<file path="src/rtl/cbfp_pkg.sv">
// Shared constants and types for the CBFP group sequencer.
package cbfp_pkg;

    localparam int unsigned SHIFT_WIDTH = 5;

    typedef enum logic [1:0] {
        EMPTY,
        FILLING,
        FULL,
        DRAINING
    } bank_state_e;

    localparam logic [SHIFT_WIDTH-1:0] SHIFT_INIT = '1;

endpackage

</file>
<file path="src/rtl/cbfp_run_min.sv">
// Running-minimum register: tracks the smallest shift amount seen within a group.
module cbfp_run_min
    import cbfp_pkg::*;
#(
    parameter int unsigned Width = SHIFT_WIDTH
) (
    input  logic             clk,
    input  logic             rstn,
    input  logic             en_i,
    input  logic             first_i,
    input  logic             clr_i,
    input  logic [Width-1:0] din_i,
    output logic [Width-1:0] min_nxt_o
);

    localparam logic [Width-1:0] Init = '1;

    logic [Width-1:0] min_q, min_d;

    // min_nxt_o already includes the current beat so the caller can latch the group result.
    always_comb begin
        if (first_i) begin
            min_nxt_o = din_i;
        end else if (din_i < min_q) begin
            min_nxt_o = din_i;
        end else begin
            min_nxt_o = min_q;
        end
        min_d = min_q;
        if (en_i) begin
            min_d = clr_i ? Init : min_nxt_o;
        end
    end

    always_ff @(posedge clk or negedge rstn) begin
        if (!rstn) begin
            min_q <= Init;
        end else begin
            min_q <= min_d;
        end
    end

endmodule

</file>
<file path="src/rtl/cbfp_group_ctrl.sv">
// CBFP group sequencer: gathers per-group minimum shifts and runs a two-bank
// ping-pong buffer, holding the group shift on the shift unit while a bank drains.
module cbfp_group_ctrl #(
    parameter int unsigned SHIFT_WIDTH  = 5,
    parameter int unsigned GROUP_BEATS  = 8,
    parameter int unsigned FRAME_GROUPS = 4,
    parameter int unsigned ADDR_WIDTH   = $clog2(GROUP_BEATS)
) (
    input  logic                   clk,
    input  logic                   rstn,
    input  logic                   din_valid,
    output logic                   din_ready,
    input  logic [SHIFT_WIDTH-1:0] min_re_in,
    input  logic [SHIFT_WIDTH-1:0] min_im_in,
    output logic                   wr_en,
    output logic                   wr_bank,
    output logic [ADDR_WIDTH-1:0]  wr_addr,
    input  logic                   dout_ready,
    output logic                   rd_en,
    output logic                   rd_bank,
    output logic [ADDR_WIDTH-1:0]  rd_addr,
    output logic [SHIFT_WIDTH-1:0] shift_amt_re,
    output logic [SHIFT_WIDTH-1:0] shift_amt_im,
    output logic                   valid_out,
    output logic                   frame_last,
    output logic                   grp_exp_valid,
    output logic                   overflow_err
);

    import cbfp_pkg::*;

    localparam int unsigned GrpWidth = (FRAME_GROUPS > 1) ? $clog2(FRAME_GROUPS) : 1;
    localparam logic [ADDR_WIDTH-1:0] LastAddr = ADDR_WIDTH'(GROUP_BEATS - 1);
    localparam logic [GrpWidth-1:0] LastGrp = GrpWidth'(FRAME_GROUPS - 1);

    bank_state_e bank_q [2];
    bank_state_e bank_d [2];
    logic [SHIFT_WIDTH-1:0] bank_re_q [2];
    logic [SHIFT_WIDTH-1:0] bank_re_d [2];
    logic [SHIFT_WIDTH-1:0] bank_im_q [2];
    logic [SHIFT_WIDTH-1:0] bank_im_d [2];

    logic                   wr_bank_q, wr_bank_d;
    logic                   rd_bank_q, rd_bank_d;
    logic [ADDR_WIDTH-1:0]  wr_addr_q, wr_addr_d;
    logic [ADDR_WIDTH-1:0]  rd_addr_q, rd_addr_d;
    logic [GrpWidth-1:0]    grp_cnt_q, grp_cnt_d;
    logic [SHIFT_WIDTH-1:0] shift_re_q, shift_re_d;
    logic [SHIFT_WIDTH-1:0] shift_im_q, shift_im_d;
    logic                   valid_out_q, valid_out_d;
    logic                   frame_last_q, frame_last_d;
    logic                   grp_exp_valid_q, grp_exp_valid_d;
    logic                   overflow_q, overflow_d;

    logic                   wr_go, wr_last, rd_go, rd_last, wr_first;
    logic [SHIFT_WIDTH-1:0] run_re_nxt, run_im_nxt;

    always_comb begin
        din_ready = (bank_q[wr_bank_q] == EMPTY) || (bank_q[wr_bank_q] == FILLING);
        wr_go     = din_valid && din_ready;
        wr_first  = (wr_addr_q == '0);
        wr_last   = wr_go && (wr_addr_q == LastAddr);
        rd_go     = dout_ready && ((bank_q[rd_bank_q] == FULL) || (bank_q[rd_bank_q] == DRAINING));
        rd_last   = rd_go && (rd_addr_q == LastAddr);
    end

    cbfp_run_min #(
        .Width (SHIFT_WIDTH)
    ) u_run_min_re (
        .clk       (clk),
        .rstn      (rstn),
        .en_i      (wr_go),
        .first_i   (wr_first),
        .clr_i     (wr_last),
        .din_i     (min_re_in),
        .min_nxt_o (run_re_nxt)
    );

    cbfp_run_min #(
        .Width (SHIFT_WIDTH)
    ) u_run_min_im (
        .clk       (clk),
        .rstn      (rstn),
        .en_i      (wr_go),
        .first_i   (wr_first),
        .clr_i     (wr_last),
        .din_i     (min_im_in),
        .min_nxt_o (run_im_nxt)
    );

    // Write and read sides always address different banks, so both updates apply.
    always_comb begin
        bank_d          = bank_q;
        bank_re_d       = bank_re_q;
        bank_im_d       = bank_im_q;
        wr_bank_d       = wr_bank_q;
        rd_bank_d       = rd_bank_q;
        wr_addr_d       = wr_addr_q;
        rd_addr_d       = rd_addr_q;
        grp_cnt_d       = grp_cnt_q;
        shift_re_d      = shift_re_q;
        shift_im_d      = shift_im_q;
        valid_out_d     = rd_go;
        frame_last_d    = rd_last && (grp_cnt_q == LastGrp);
        grp_exp_valid_d = wr_last;
        overflow_d      = overflow_q || (din_valid && !din_ready);

        if (wr_go) begin
            bank_d[wr_bank_q] = FILLING;
            wr_addr_d         = wr_addr_q + ADDR_WIDTH'(1);
            if (wr_last) begin
                bank_d[wr_bank_q]    = FULL;
                bank_re_d[wr_bank_q] = run_re_nxt;
                bank_im_d[wr_bank_q] = run_im_nxt;
                wr_bank_d            = ~wr_bank_q;
                wr_addr_d            = '0;
            end
        end

        if (rd_go) begin
            bank_d[rd_bank_q] = DRAINING;
            rd_addr_d         = rd_addr_q + ADDR_WIDTH'(1);
            // Registered so the shift lines up with buffer read data (valid_out).
            shift_re_d        = bank_re_q[rd_bank_q];
            shift_im_d        = bank_im_q[rd_bank_q];
            if (rd_last) begin
                bank_d[rd_bank_q] = EMPTY;
                rd_bank_d         = ~rd_bank_q;
                rd_addr_d         = '0;
                grp_cnt_d         = (grp_cnt_q == LastGrp) ? '0 : grp_cnt_q + GrpWidth'(1);
            end
        end
    end

    always_ff @(posedge clk or negedge rstn) begin
        if (!rstn) begin
            for (int b = 0; b < 2; b++) begin
                bank_q[b]    <= EMPTY;
                bank_re_q[b] <= '1;
                bank_im_q[b] <= '1;
            end
            wr_bank_q       <= 1'b0;
            rd_bank_q       <= 1'b0;
            wr_addr_q       <= '0;
            rd_addr_q       <= '0;
            grp_cnt_q       <= '0;
            shift_re_q      <= '0;
            shift_im_q      <= '0;
            valid_out_q     <= 1'b0;
            frame_last_q    <= 1'b0;
            grp_exp_valid_q <= 1'b0;
            overflow_q      <= 1'b0;
        end else begin
            bank_q          <= bank_d;
            bank_re_q       <= bank_re_d;
            bank_im_q       <= bank_im_d;
            wr_bank_q       <= wr_bank_d;
            rd_bank_q       <= rd_bank_d;
            wr_addr_q       <= wr_addr_d;
            rd_addr_q       <= rd_addr_d;
            grp_cnt_q       <= grp_cnt_d;
            shift_re_q      <= shift_re_d;
            shift_im_q      <= shift_im_d;
            valid_out_q     <= valid_out_d;
            frame_last_q    <= frame_last_d;
            grp_exp_valid_q <= grp_exp_valid_d;
            overflow_q      <= overflow_d;
        end
    end

    always_comb begin
        wr_en         = wr_go;
        wr_bank       = wr_bank_q;
        wr_addr       = wr_addr_q;
        rd_en         = rd_go;
        rd_bank       = rd_bank_q;
        rd_addr       = rd_addr_q;
        shift_amt_re  = shift_re_q;
        shift_amt_im  = shift_im_q;
        valid_out     = valid_out_q;
        frame_last    = frame_last_q;
        grp_exp_valid = grp_exp_valid_q;
        overflow_err  = overflow_q;
    end

endmodule

</file>
<file path="config.mk">
export PLATFORM = sky130hd
export DESIGN_NAME = cbfp_group_ctrl
export DESIGN_NICKNAME = d
export VERILOG_FILES = /design/src/rtl/cbfp_pkg.sv /design/src/rtl/cbfp_run_min.sv /design/src/rtl/cbfp_group_ctrl.sv
export SDC_FILE = /design/constraint.sdc
export NUM_CORES = 1
export LEC_CHECK = 0
export BUFFER_PORTS_ARGS = -buffer_cell sky130_fd_sc_hd__buf_2
export CORE_ASPECT_RATIO = 1.2
export CORE_MARGIN = 5
export CORE_UTILIZATION = 45
export CTS_CLUSTER_SIZE = 24
export DETAILED_ROUTE_END_ITERATION = 10
export PLACE_DENSITY = 0.65
export SLEW_MARGIN = 20
export SYNTH_ARGS = -nofsm -noshare
export SYNTH_HDL_FRONTEND = slang
export SYNTH_HIERARCHICAL = 1
export SYNTH_SLANG_ARGS = --single-unit
</file>
<file path="constraint.sdc">
create_clock -name clk -period 5.74 [get_ports clk]
set_input_delay 1.148 -clock clk [delete_from_list [all_inputs] [get_ports clk]]
set_output_delay 1.148 -clock clk [all_outputs]
set_load 0.05 [all_outputs]
</file>
==> results of run 1 <==
## registers in the layout, summed over array words and instances (netlist names)
register / cells
bank_q: 2
shift_amt_re: 5
wr_addr: 3
rd_addr: 3
valid_out: 1
bank_re_q: 10
rd_bank: 1
grp_exp_valid: 1
shift_amt_im: 5
overflow_err: 1
u_run_min_re/min_q: 5
frame_last: 1
u_run_min_im/min_q: 5
wr_bank: 1
grp_cnt_q: 2
bank_im_q: 10
## logic make-up after synthesis
group	after synthesis
AOI/OAI and AO/OA	60
and+or+nand+nor	42
muxes	32
DFF	56
adders and majority gates	14
buffers and inverters	30
## power by group
part	switching [uW]	internal, uW	total [uW]
registers	102	623	725
clock network	121	98.3	220
logic	557	324	880
## final timing paths
kind	cells after the start	endpoint	startpoint	slack [ns]
worst min-delay path	1	overflow_err	overflow_err	0.49
min in group asynchronous	2	wr_addr[0]	rstn	0.95
worst max-delay path	3	rd_en	dout_ready	2.53
worst min register to register	1	overflow_err	overflow_err	0.49
max in group asynchronous	2	shift_amt_re[3]	rstn	4.35
worst max register to register	7	bank_im_q[5]	u_run_min_im/min_q[3]	3.43
## synthesized netlist by cell type, types with 3 or more instances
master / count / area, sq um
a22oi_1: 10 / 75.07
buf_2: 3 / 15.01
dfrtp_1: 26 / 650.6
dfstp_2: 30 / 788.3
ha_1: 14 / 175.2
inv_1: 23 / 86.33
mux2_2: 25 / 281.5
mux2_4: 4 / 60.06
nand2_1: 7 / 26.28
nor2_1: 11 / 41.29
nor2b_1: 5 / 31.28
o21ai_0: 29 / 145.1
o22a_1: 8 / 70.07
## cell type report
| type | count | area, sq um | area share, % |
|---|---|---|---|
| sequential | 56 | 1439 | 46.37 |
| multi-input combinational | 148 | 1184 | 38.15 |
| timing repair buffer | 39 | 197.7 | 6.371 |
| tap | 82 | 102.6 | 3.306 |
| clock buffer | 7 | 86.33 | 2.782 |
| inverter | 23 | 86.33 | 2.782 |
| clock inverter | 1 | 7.507 | 0.2419 |
## per-layer routing
metal	share of wire (%)	GRT usage (%)	routed length [microns]	up-vias
met5	0	0	0	-
met4	1.6	5.775	80	0
met3	4.0	3.119	198	8
met2	47	23.10	2369	32
met1	47	19.46	2343	878
li1	-	-	-	907
## per-stage QoR
| stage | area, sq um | instances | hold slack (ns) | utilization [%] | power, uW |
|---|---|---|---|---|---|
| floorplan | 2753 | 234 | 0.4849 | - | 1426 |
| global placement | 3009 | 348 | 0.4528 | 50.05 | 1596 |
| detailed placement | 3009 | 348 | 0.4607 | 50.05 | 1622 |
| CTS | 3103 | 356 | 0.4896 | 51.61 | 1850 |
| global route | 3103 | 356 | 0.5135 | 51.61 | 1979 |
| finish | 3103 | 356 | 0.4863 | 51.61 | 1825 |
==> results_dict.tcl, run 1 <==
set metrics [dict create \
    outcome "finished clean" \
    crit_chain "buf_2 > nor2b_2 > buf_2" \
    finClkSkew_ns 0.007649 \
    clock_latency_ns 0.30 \
    cts_root_buffer "clkbuf_8" \
    fin_crit_sh_pct 55.96 \
    maxCapViolations 0 \
    startpoint_type "input pin" \
    cp.arrival_ns 2.06 \
    start_util_pct 45.79 \
    syn_nets 262 \
    critPathRequiredTime_ns 4.59 \
    path_class "input pin to output pin" \
    dp_hpwl_microns 3575 \
    hold_viol_final 0 \
    core.rowCount 31 \
    fill_cells 572 \
    crit_fanout 15 \
    setup_violations 0 \
    overflow 0 \
    route.detailed.drc 0 \
    htree_levels 2 \
    synth_mux_area_share_pct 13.64 \
    core_sq_mm 0.006012 \
    synth-xor-area-share_pct 0 \
    drive_above_1_share_pct 41.97 \
    min_path_type "register to register" \
    wl_per_cell_microns 14.02 \
    setup_tns_ns 0 \
    cpPeakStageDelay_ns 0.45 \
    die_x_microns 81.40 \
    mostFrequentLayoutCell "buf_2" \
    yosys.area_share.simple_pct 8.545 \
    fmax_ghz 0.3113 \
    ys_warn_count 6 \
    worst_slack_ns 2.528 \
    first_pass_iters 4 \
    die-area_sq_mm 0.007787 \
    ioPinCount 39 \
    synth_compound_area_share_pct 14.45 \
    hold_buffers 0 \
    die_y_microns 95.68 \
    synth_edf_count 0 \
    crit_family "buffers and inverters" \
    ir_drop_uv 249.8 \
    area_growth_pct 12.73 \
    place.gp.congestion 0.7389 \
    path_clk_slew_ns 0.10 \
    drt-initial-drc-count 81 \
    synth.avg_cell_area_sq_um 11.76 \
    via_per_inst 5.126 \
    critPathBufInv 2 \
    place_ws_ns 2.496 \
    cp_common_cell "buf_2" \
    syn_inst 234 \
    cts.path.max_buffers 2 \
    wl_microns 4991 \
    numCtsBuffers 5 \
    grt_pass1_vias 1868 \
    ys_ff_latch 56 \
    synth_top_family_by_area "compound AO/OA/AOI/OAI gates" \
    port-buffer-count 38 \
    cts_tree "yes" \
    vias 1825 \
    final_nets 301 \
    cts_setup_buffers 0 \
    timing.slew.headroom_pct 39.15 \
    n_antenna_cell 0 \
    antenna_found_initial 0 \
    synth_ff_type "dfstp_2" \
    fin_crit_ns 3.212 \
    syn-cell-area_sq_mm 0.002753 \
    cts_resized 0 \
    power_density_mw_per_mm2 588.3 \
    leakagePower_uw 0.001463 \
    synth_cell_types 41 \
    seq_area_frac_synth_pct 52.27 \
    synthAdderAreaFrac_pct 6.364 \
    clock-sinks 56 \
    antenna_left 0 \
    cpMaxStageDelayCell "nor2b_2" \
    rsz0062_at_grt "no" \
    worst_slew_pin_slew_ns 0.9077 \
    async_reset_ff_share_pct 100.0 \
    end_kind "output pin" \
    grt_max_degree 57 \
    grt_use_total_pct 14.62 \
    most-common-layout-cells "buf_2, dfstp_2, o21ai_0, dfrtp_1, mux2_2" \
    grt_pass1_wl_microns 8790 \
    drv_slew 0 \
]
Power figures use the tool's default switching activity.
==> run 2, diff against run 1 <==
Clock period 5.74 ns to 3.2 ns, I/O delays scaled along.
==> run 2 against run 1 <==
- final cell count is 0.56% higher
- clock-buffer cell count is 1 lower
- total power is 79% higher
- routed wire length is 2.1% higher
- setup slack worse by 1.8 ns
- die area stayed put
- clock skew is 0.0043 ns higher
- worst hold slack worse by 0.042 ns
- via count is 1.6% higher
- non-clock buffer count is 2 higher
==> results_dict.tcl, run 2 (synthesis results as in run 1) <==
set metrics [dict create \
    rrSetupSlack_ns 0.89 \
    wl_per_cell_microns 14.24 \
    crit_fanout 9 \
    cts_resized 0 \
    die-area_sq_mm 0.007787 \
    clock_latency_ns 0.31 \
    cpMaxStageDelayCell "dfrtp_1" \
    crit_family "buffers and inverters" \
    htree_levels 2 \
    die_y_microns 95.68 \
    cpPeakStageDelay_ns 0.49 \
    port-buffer-count 38 \
    path_class "register to output pin" \
    route.detailed.drc 0 \
    placedCellCount 350 \
    antenna_found_initial 0 \
    leakagePower_uw 0.001470 \
    grt_use_total_pct 14.53 \
    place.gp.congestion 0.8518 \
    power_uw 3271 \
    fill_cells 551 \
    die_x_microns 81.40 \
    maxCapViolations 0 \
    cts.path.max_buffers 2 \
    ioPinCount 39 \
    numCtsBuffers 5 \
    rr_worst_depth 7 \
    fmax_ghz 0.3972 \
    sw_frac_of_total_pct 43.09 \
    r2r-start "u_run_min_im/min_q[4]" \
    grt_pass1_vias 1930 \
    start_util_pct 45.79 \
    setup_tns_ns 0 \
    core.rowCount 31 \
    seqPwrFrac_pct 39.8 \
    power_frac_comb_pct 48.6 \
    cp.arrival_ns 1.88 \
    first_pass_iters 4 \
    clock-sinks 56 \
    final_nets 303 \
    end_kind "output pin" \
    n_antenna_cell 0 \
    cts_root_buffer "clkbuf_8" \
    dp_hpwl_microns 3675 \
    overflow 0 \
    antenna_left 0 \
    hold_viol_final 0 \
    setup_violations 0 \
    outcome "finished clean" \
    intPower_uw 1862 \
    critPathBufInv 2 \
    core_sq_mm 0.006012 \
    place_ws_ns 0.7003 \
    timing.slew.headroom_pct 53.40 \
    startpoint_type "register" \
    ir_drop_uv 427.3 \
    final_cells 358 \
    path_clk_slew_ns 0.10 \
    power_switching_uw 1410 \
    wl_microns 5098 \
    vias 1855 \
    top_regs "bank_im_q (10), bank_re_q (10)" \
    fin_crit_sh_pct 78.68 \
    most-common-layout-cells "buf_2, dfstp_2, o21ai_0, dfrtp_1, mux2_2" \
    cts_tree "yes" \
    critPathRequiredTime_ns 2.56 \
    timing.rr.end "bank_im_q[5]" \
    worst_slew_pin_slew_ns 0.6990 \
    min_path_type "input pin to asynchronous set/reset pin" \
    drv_slew 0 \
    power_density_mw_per_mm2 1051 \
    p_clk_share_pct 11.7 \
    fin_crit_ns 2.518 \
    finClkSkew_ns 0.01194 \
    grt_pass1_wl_microns 8852 \
    via_per_inst 5.182 \
    mostFrequentLayoutCell "buf_2" \
    hold_buffers 0 \
    cts_setup_buffers 0 \
    area_growth_pct 13.09 \
    rsz0062_at_grt "no" \
    drt-initial-drc-count 87 \
    drive_above_1_share_pct 42.39 \
    grt_max_degree 57 \
    worst_slack_ns 0.6821 \
    crit_chain "mux2i_2 > nand2_2 > inv_1 > buf_2" \
]
==> run 2: final cells by class <==
| type | instances | area [sq um] | area share [%] |
|---|---|---|---|
| Multi-Input combinational cell | 148 | 1184 | 38.02 |
| Timing Repair Buffer | 41 | 212.7 | 6.833 |
| Clock buffer | 6 | 72.57 | 2.331 |
| Sequential cell | 56 | 1439 | 46.22 |
| Inverter | 23 | 86.33 | 2.773 |
| Tap cell | 82 | 102.6 | 3.296 |
| Clock inverter | 2 | 16.27 | 0.5225 |
==> run 2: layer usage <==
metal,wire length [microns],track usage [%]
met5,0,0
met4,72,5.352
met3,187,2.457
met2,2341,23.30
met1,2497,19.59
==> run 2: how the worst max path moves through the flow <==
| stage | slack (ns) | end | cells past startpoint | from |
|---|---|---|---|---|
| after global placement | 0.78 | bank_im_q[5] | 7 | min_im_in[3] |
| after detailed placement | 0.70 | bank_re_q[5] | 7 | min_re_in[4] |
| after floorplan | 0.41 | wr_en | 3 | wr_bank |
| after global routing | 0.55 | wr_en | 4 | wr_bank |
| final | 0.68 | wr_en | 4 | wr_bank |
| after CTS | 0.67 | wr_en | 4 | wr_bank |
==> run 2: per-stage QoR <==
stage / hold WS [ns] / cell area, sq um / util [%]
floorplan: 0.3444 / 2753 / -
global placement: 0.4536 / 3024 / 50.30
detailed placement: 0.4650 / 3024 / 50.30
CTS: 0.4759 / 3113 / 51.78
global route: 0.4996 / 3113 / 51.78
finish: 0.4440 / 3113 / 51.78
==> run 2: power groups by stage <==
stage               sequential (uW)  clock, uW  combinational (uW)
floorplan                      1630          0                 933
global placement               1310          0                1560
CTS                            1300        407                1600
global route                   1350        438                1740
finish                         1300        381                1590
detailed placement             1320          0                1600
==> run 2: worst register-to-register path, delay by kind of cell (launching register included) <==
kind / cells / cell delay (ns)
simple gates: 3 / 0.75
mux: 2 / 0.58
flops: 1 / 0.56
fa+ha+maj: 1 / 0.30
buf+inv: 1 / 0.05
==> run 3, diff against run 2 <==
Settings changed: ABC_AREA set to 1, PLACE_DENSITY 0.65 to unset.
Clock period 3.2 ns to 2.4 ns, I/O delays scaled along.
==> run 3 against run 2 <==
- clock-buffer cell count is 1 lower
- combinational power is 48% higher
- synthesized cell count is 52% higher
- synthesized area is 5.0% higher
- via count is 22% higher
- clock skew is 0.0013 ns lower
- first-iteration DRC count is 15% lower
- critical path depth is 2 higher
- sequential cell count stayed put
- design area is 4.9% higher
- critical endpoint is now rd_en
==> results_dict.tcl, run 3 <==
set metrics [dict create \
    crit_fanout 24 \
    port-buffer-count 38 \
    htree_levels 2 \
    outcome "finished clean" \
    drive_above_1_share_pct 22.73 \
    start_util_pct 45.71 \
    area_growth_pct 12.94 \
    antenna_left 0 \
    cts.path.max_buffers 2 \
    synth_common_cells "nand2_1, inv_1, dfstp_2, dfrtp_1, nand3_1" \
    setup_violations 0 \
    critPathRequiredTime_ns 1.92 \
    async_reset_ff_share_pct 100.0 \
    hold_buffers 0 \
    dpl-instance-area_sq_mm 0.003173 \
    overflow 0 \
    fill_cells 654 \
    core_sq_mm 0.006326 \
    clock_latency_ns 0.31 \
    fmax_ghz 0.4677 \
    busiest_layer "met2" \
    grtUsageMet1_pct 18.45 \
    met3_usage_pct 3.966 \
    synth.avg_cell_area_sq_um 8.145 \
    die_y_microns 97.81 \
    ys_warn_count 6 \
    core.rowCount 32 \
    drt-initial-drc-count 74 \
    n_antenna_cell 0 \
    seq_area_frac_synth_pct 49.76 \
    cts_root_buffer "clkbuf_8" \
    yosysMostFrequentCell "nand2_1" \
    path_class "register to output pin" \
    most-common-layout-cells "nand2_1, inv_1, buf_2, dfstp_2, dfrtp_1" \
    rsz0062_at_grt "no" \
    syn_inst 355 \
    stdcell_area_sq_mm 0.003266 \
    synth.top_cells.by_area "dfstp_2, dfrtp_1, nand2_1" \
    top_regs "bank_im_q (10), bank_re_q (10)" \
    cts_setup_buffers 0 \
    ys_ff_latch 56 \
    cts_tree "yes" \
    syn_nets 383 \
    grt_max_degree 36 \
    ir_drop_uv 668.9 \
    place.gp.congestion 0.8217 \
    clock-sinks 56 \
    wl_per_cell_microns 11.65 \
    final_nets 423 \
    ioPinCount 39 \
    leakagePower_uw 0.001761 \
    drv_slew 0 \
    first_pass_iters 4 \
    numCtsBuffers 5 \
    grt_pass1_wl_microns 9915 \
    hold_viol_final 0 \
    final_cells 481 \
    via_per_inst 4.713 \
    timing.slew.headroom_pct 65.43 \
    synth_ff_type "dfstp_2" \
    vias 2267 \
    grt_use_total_pct 14.47 \
    route.detailed.drc 0 \
    setup_tns_ns 0 \
    worst_slack_ns 0.2620 \
    grt_pass1_vias 2232 \
    path_clk_slew_ns 0.11 \
    maxCapViolations 0 \
    rrSetupSlack_ns 0.60 \
    startpoint_type "register" \
    worst_slew_pin_slew_ns 0.5185 \
    placedCellCount 473 \
    die-area_sq_mm 0.008135 \
    place_ws_ns 0.5690 \
    synth_cell_types 22 \
    fin_crit_sh_pct 89.08 \
    syn-cell-area_sq_mm 0.002892 \
    synth_edf_count 0 \
    antenna_found_initial 0 \
    dp_hpwl_microns 4235 \
    synth_top_cell_by_area "dfstp_2" \
    fin_crit_ns 2.138 \
    wl_microns 5604 \
    finClkSkew_ns 0.01063 \
    die_x_microns 83.18 \
    cts_resized 0 \
    power_density_mw_per_mm2 1422 \
    synth_top_area_share_pct 27.26 \
    mostFrequentLayoutCell "nand2_1" \
    min_path_type "input pin to asynchronous set/reset pin" \
    end_kind "output pin" \
    cp.arrival_ns 1.66 \
    gr-usage-met2_pct 23.83 \
    hold_slack_ns 0.1292 \
]
==> run 3: cell count changes after synthesis, sizes merged, moves of 3 or more <==
cell and change:
nand2 +115, inv +35, mux2 -29, nand3 +25
a21boi +10, a22oi -10, o22a -8, nand4 +7
nor2b -6, o21ai +4, mux2i -3, nor3 -3
==> run 3: stage by stage <==
stage / total power, uW / util [%]
after global routing: 5076 / 51.62
after floorplan: 3616 / -
after CTS: 4710 / 51.62
after detailed placement: 4162 / 50.16
final: 4644 / 51.62
after global placement: 4116 / 50.16
==> run 3: final cells by class <==
cell class              count  area, sq um  area share, %
clock buffers               5        68.82          2.107
clock inverters             3        23.77         0.7280
inverters                  58        217.7          6.667
multi-input cells         232         1177          36.05
flip-flops and latches     56         1439          44.06
well taps                  85        106.4          3.257
repair buffers             42        232.7          7.126
==> run 3: final timing paths <==
| path | from | end | cells after the start |
|---|---|---|---|
| worst max register to register | u_run_min_re/min_q[4] | bank_re_q[3] | 9 |
| worst min-delay path | rstn | shift_amt_re[3] | 1 |
| min in group clk | din_valid | overflow_err | 2 |
| worst max-delay path | rd_bank | rd_en | 6 |
| max in group asynchronous | rstn | bank_im_q[3] | 2 |
| worst min register to register | overflow_err | overflow_err | 1 |
==> run 3: cells by family (layout without fill, tap and decap cells) <==
kind of cell               Yosys count  count (layout)  synth area share, %
AOI/OAI and AO/OA                   47              47                9.087
adders and majority gates           14              14                6.058
buffers and inverters               67             108                9.520
DFF                                 56              56                49.76
and+or+nand+nor                    171             171                25.57
==> run 3: where the power goes <==
| group | internal (uW) | switching [uW] |
|---|---|---|
| Clock | 207 | 316 |
| Sequential | 1510 | 257 |
| Combinational | 675 | 1680 |
| Total | 2390 | 2250 |
==> run 3: worst max-delay path, cell delays in order (launching register included) <==
cell and delay (ns):
dfrtp_1 0.48, inv_2 0.09, nand2_1 0.06, nand2_2 0.14
nand2_4 0.17, inv_1 0.14, buf_2 0.27
==> run 3: per-layer routing <==
metal  up-vias  wire length [microns]
met4         0                     96
met2        52                   2507
met3        13                    312
li1       1194                      -
met5         -                      0
met1      1008                   2687
